===== src/rtl/timer_csr_arb.sv =====
// Two-requester arbiter/sequencer for the timer CSR bram port (1-cycle read latency).
// Define TIMER_CSR_ARB_RR_EN for round-robin tie-breaking; default build is fixed priority (req0 wins).
module timer_csr_arb #(
   parameter int ADD_WIDTH = 8
) (
   input  logic                 aclk,
   input  logic                 aresetn,
   input  logic                 req0,
   input  logic                 we0,
   input  logic [ADD_WIDTH-1:0] addr0,
   input  logic [31:0]          wdata0,
   output logic                 ack0,
   output logic [31:0]          rdata0,
   input  logic                 req1,
   input  logic                 we1,
   input  logic [ADD_WIDTH-1:0] addr1,
   input  logic [31:0]          wdata1,
   output logic                 ack1,
   output logic [31:0]          rdata1,
   output logic [ADD_WIDTH-1:0] bram_addr,
   output logic                 bram_wr,
   output logic [31:0]          bram_wr_data,
   output logic                 bram_rd,
   input  logic [31:0]          bram_rd_data,
   output logic                 busy,
   output logic                 gnt_id
);
   typedef enum logic [1:0] {IDLE, ACC, CAP, RSP} state_t;

   state_t               r_state;
   logic                 r_we;
   logic                 r_gnt;
   logic                 r_ack0;
   logic                 r_ack1;
   logic                 r_wr;
   logic                 r_rd;
   logic                 r_busy;
   logic [ADD_WIDTH-1:0] r_addr;
   logic [31:0]          r_wdata;
   logic [31:0]          r_rdata0;
   logic [31:0]          r_rdata1;

   logic                 w_win;
   logic                 w_we;
   logic [ADD_WIDTH-1:0] w_addr;
   logic [31:0]          w_wdata;

`ifdef TIMER_CSR_ARB_RR_EN
   logic                 r_last_gnt;
   // On a tie the requester not served last goes first; a lone requester always wins.
   assign w_win = (req0 && req1) ? ~r_last_gnt : ~req0;
`else
   assign w_win = ~req0;
`endif

   assign w_we    = w_win ? we1    : we0;
   assign w_addr  = w_win ? addr1  : addr0;
   assign w_wdata = w_win ? wdata1 : wdata0;

   always_ff @(posedge aclk or negedge aresetn) begin
      if (!aresetn) begin
         r_state  <= IDLE;
         r_we     <= 1'b0;
         r_gnt    <= 1'b0;
         r_ack0   <= 1'b0;
         r_ack1   <= 1'b0;
         r_wr     <= 1'b0;
         r_rd     <= 1'b0;
         r_busy   <= 1'b0;
         r_addr   <= '0;
         r_wdata  <= '0;
         r_rdata0 <= '0;
         r_rdata1 <= '0;
`ifdef TIMER_CSR_ARB_RR_EN
         r_last_gnt <= 1'b1;
`endif
      end else begin
         case (r_state)
            IDLE: begin
               if (req0 || req1) begin
                  r_gnt   <= w_win;
                  r_we    <= w_we;
                  r_addr  <= w_addr;
                  r_wdata <= w_wdata;
                  r_wr    <= w_we;
                  r_rd    <= ~w_we;
                  r_busy  <= 1'b1;
                  r_state <= ACC;
               end
            end
            ACC: begin
               r_wr <= 1'b0;
               r_rd <= 1'b0;
               if (r_we) begin
                  r_ack0  <= ~r_gnt;
                  r_ack1  <= r_gnt;
                  r_state <= RSP;
               end else begin
                  r_state <= CAP;
               end
            end
            CAP: begin
               // CSR read data is valid here, one cycle after the read strobe.
               if (r_gnt) r_rdata1 <= bram_rd_data;
               else       r_rdata0 <= bram_rd_data;
               r_ack0  <= ~r_gnt;
               r_ack1  <= r_gnt;
               r_state <= RSP;
            end
            RSP: begin
               r_ack0  <= 1'b0;
               r_ack1  <= 1'b0;
               r_busy  <= 1'b0;
`ifdef TIMER_CSR_ARB_RR_EN
               r_last_gnt <= r_gnt;
`endif
               r_state <= IDLE;
            end
            default: r_state <= IDLE;
         endcase
      end
   end

   assign ack0         = r_ack0;
   assign ack1         = r_ack1;
   assign rdata0       = r_rdata0;
   assign rdata1       = r_rdata1;
   assign bram_addr    = r_addr;
   assign bram_wr      = r_wr;
   assign bram_wr_data = r_wdata;
   assign bram_rd      = r_rd;
   assign busy         = r_busy;
   assign gnt_id       = r_gnt;

`ifndef SYNTHESIS
   // A pending request (high, not yet acked) must keep we/addr/wdata stable.
   logic [1:0]           r_pend;
   logic [ADD_WIDTH+32:0] r_hold0;
   logic [ADD_WIDTH+32:0] r_hold1;

   always_ff @(posedge aclk or negedge aresetn) begin
      if (!aresetn) begin
         r_pend  <= '0;
         r_hold0 <= '0;
         r_hold1 <= '0;
      end else begin
         if ((req0 && r_pend[0] && ({we0, addr0, wdata0} != r_hold0)) ||
             (req1 && r_pend[1] && ({we1, addr1, wdata1} != r_hold1)))
            $display("%t %m ERROR", $time);
         r_pend  <= {req1 & ~r_ack1, req0 & ~r_ack0};
         r_hold0 <= {we0, addr0, wdata0};
         r_hold1 <= {we1, addr1, wdata1};
      end
   end
`endif
endmodule


===== config.mk =====
export PLATFORM = sky130hd
export DESIGN_NAME = timer_csr_arb
export DESIGN_NICKNAME = d
export VERILOG_FILES = /design/src/rtl/timer_csr_arb.sv
export SDC_FILE = /design/constraint.sdc
export NUM_CORES = 1
export LEC_CHECK = 0
export CAP_MARGIN = 20
export CORE_MARGIN = 2
export CORE_UTILIZATION = 40
export CTS_CLUSTER_DIAMETER = 50
export DETAILED_ROUTE_END_ITERATION = 8
export GPL_TIMING_DRIVEN = 0
export PLACE_DENSITY = 0.78
export SYNTH_ARGS = -nofsm -noshare
export SYNTH_HDL_FRONTEND = slang
export SYNTH_SLANG_ARGS = --single-unit

===== constraint.sdc =====
create_clock -name aclk -period 1.7 [get_ports aclk]
set_input_delay 0.255 -clock aclk [delete_from_list [all_inputs] [get_ports aclk]]
set_output_delay 0.255 -clock aclk [all_outputs]
set_load 0.03 [all_outputs]

==> results.sh, run 1 <==
export IMPL_finalCriticalPeriod_ps=1670
export IMPL_wl_per_cell_um=17.4
export IMPL_diodes=0
export IMPL_wl_met1_um=5240
export IMPL_yosysTopAreaCell="dfrtp_1"
export IMPL_wl_um=13200
export IMPL_stdcell_area_mm2=0.00783
export IMPL_grt_overflow=0
export IMPL_synth_area_top_cells="dfrtp_1, mux2_2, mux2i_1, o21ai_0, nand2_1"
export IMPL_io_buffer_count=226
export IMPL_cts_root_buf="clkbuf_16"
export IMPL_fmax_mhz=597
export IMPL_path_cells="clkdlybuf4s50_1"
export IMPL_tightest_slew_ps=630
export IMPL_grt_max_degree=69
export IMPL_io_pin_count=228
export IMPL_syn_area_per_cell_um2=13.4
export IMPL_gp_congestion=0.816
export IMPL_final_antenna_net_count=0
export IMPL_avgViaCountPerCell=4.84
export IMPL_slowest_delay_ps=670
export IMPL_synth_most_common_cell="dfrtp_1"
export IMPL_drive_above_1_share=0.192
export IMPL_cts_num_sinks=113
export IMPL_crit_path_top_delay_cell="clkdlybuf4s50_1"
export IMPL_synth_yosys_seq_area_share=0.597
export IMPL_floorplan_initialDensity=0.413
export IMPL_met3_length_um=1390
export IMPL_drt_iter0_markers=153
export IMPL_clk_insertion_delay_late_ps=410
export IMPL_hold_ws_ps=254
export IMPL_maxSlewHeadroom=0.580
export IMPL_ys_flop_type="dfrtp_1"
export IMPL_cts_tree="done"
export IMPL_dr_wl_met2_um=6460
export IMPL_top_layer="met4"
export IMPL_antenna_found_initial=0
export IMPL_critPathArrivalTime_ps=1420
export IMPL_p_leak_nw=3.89
export IMPL_synthCells=354
export IMPL_p_per_area_mw_per_mm2=2070
export IMPL_multiInputGateArea_mm2=0.00172
export IMPL_netlist_area_mm2=0.00473
export IMPL_max_cap_viol_count=0
export IMPL_drcViolationCount=0
export IMPL_ir_worst_vdd_uv=1330
export IMPL_dp_hpwl_um=10000
export IMPL_synth_async_sr_flop_share=1.00
export IMPL_slew_violations=0
export IMPL_startpoint_type="register"
export IMPL_cts_buffers=17
export IMPL_grt_pass1_vias=3903
export IMPL_skew_ps=5.93
export IMPL_hold_violations=0
export IMPL_crit_family="buffers and inverters"
export IMPL_synth_top_area_frac=0.597
export IMPL_synthTopCellsByCount="dfrtp_1, mux2_2, nand2_1"
export IMPL_ys_types=21
export IMPL_cts_htree_levels=4
export IMPL_grt_use_total=0.211
export IMPL_dpl_cell_area_mm2=0.00720
export IMPL_fp_row_count=39
export IMPL_cp_num_buf_inv=1
export IMPL_syn_to_final_growth_pct=65.4
export IMPL_max_clock_path_buffers=2
export IMPL_regArea_mm2=0.00283
export IMPL_drtPass1Iterations=4
export IMPL_outcome="complete, no violations"
export IMPL_fillers=882
export IMPL_fp_dieW_um=113
export IMPL_path_clk_slew_ps=50
export IMPL_die_h_um=113
export IMPL_ys_warn_count=0
export IMPL_coreArea_mm2=0.0115
export IMPL_path_max_fanout=2
export IMPL_ys_ff_latch=113
export IMPL_syn_nets=478
export IMPL_die_area_mm2=0.0127
export IMPL_fin_nets=727
export IMPL_path_class="register to output pin"
export IMPL_hold_path_class="input pin to register"
export IMPL_synth_edf_count=0
export IMPL_cp_required_ps=1440
export IMPL_crit_path_end_kind="output pin"
export IMPL_num_vias=3670
export IMPL_min_period_over_period=0.985
export IMPL_grt_pass1_wl_um=20500
export IMPL_setup_viol=0
## registers in the layout, indices dropped and copies added, names as in the netlist, 2 cells and up
name	flops
bram_wr_data	32
rdata0	32
rdata1	32
bram_addr	8
r_state	2
## area by class of cell
class,instances,area share
plain buffers,21,0.0217
flip-flops and latches,113,0.361
repair buffers,230,0.295
well taps,143,0.0229
clock inverters,10,0.0171
clock buffers,22,0.0593
multi-input cells,215,0.220
inverters,5,0.00240
## per-stage QoR
stage	setup slack, ps	util	power (mW)	TNS, ps	cells
final	26.0	0.683	16.2	0	759
after global routing	-19.3	0.683	17.1	-19.3	759
after CTS	0.893	0.674	16.4	0	757
after detailed placement	-61.8	0.628	13.4	-1350	724
after global placement	-3780	0.626	13.2	-426940	723
after floorplan	150	-	9.64	0	354
## metal layers
metal | global-route usage | up-vias
met5 | 0 | -
met4 | 0.0699 | 0
met3 | 0.0862 | 12
met2 | 0.346 | 184
met1 | 0.253 | 1738
li1 | - | 1736
## worst register-to-register path, delay by kind of cell (launching register included)
family,cells,cell delay [ps]
AND/OR/NAND/NOR,1,130
adder cells (fa/ha/maj),1,160
flip-flops,1,400
multiplexers,1,350
buffers and inverters,3,440
## cells by family (layout without fill, tap and decap cells)
| group | count (synthesis) | count (layout) | share of synthesized area |
|---|---|---|---|
| flops | 113 | 113 | 0.597 |
| mux | 109 | 109 | 0.248 |
| compound gates | 50 | 50 | 0.0568 |
| simple gates | 50 | 50 | 0.0423 |
| buf+inv | 26 | 288 | 0.0394 |
| fa+ha+maj | 6 | 6 | 0.0159 |
## repair_timing
item	CTS	global route
resized for setup	72	37
setup buffers	0	2
cloned	0	0
hold buffers	1	0
endpoints found under the hold margin	45	0
endpoints found under the setup margin	100	115
## cell usage in the layout (no fill, tap or decap), types with 3 or more instances in the layout
master and n:
clkdlybuf4s50_1 120, buf_6 7, dfrtp_1 113, clkbuf_1 6, dlygate4sd2_1 70, clkinv_2 4
nor2b_1 3, clkbuf_16 17, mux2_2 63, o21ai_1 8, mux2_1 5, o21ai_0 37
ha_1 5, inv_1 3, bufinv_16 3, dlymetal6s2s_1 35, nand2_1 44, mux2i_1 41
clkbuf_4 3, buf_4 10
## worst paths after layout
path	from	to	slack [ps]	cells past startpoint
max	rdata0[11]$_DFFE_PN0P_	rdata0[11]	30	1
min	req0	bram_wr_data[11]$_DFFE_PN0P_	250	3
max reg2reg	r_state[0]$_DFFE_PN0P_	rdata0[26]$_DFFE_PN0P_	100	6
min reg2reg	bram_wr_data[15]$_DFFE_PN0P_	bram_wr_data[15]$_DFFE_PN0P_	470	2
max in group asynchronous	aresetn	rdata1[29]$_DFFE_PN0P_	540	3
min in group asynchronous	aresetn	rdata1[3]$_DFFE_PN0P_	410	2
## power by group
| group | switching, mW | internal, mW |
|---|---|---|
| logic | 4.66 | 3.23 |
| registers | 0.691 | 4.07 |
| clock network | 1.17 | 2.37 |
| total | 6.53 | 9.67 |
(Power assumes the default switching activity.)
==> inputs of run 2 (changes only) <==
CTS_CLUSTER_DIAMETER = 100   (was 50)
==> results of run 2 <==
Final layout, timing and power as in run 1 (identical DEF).
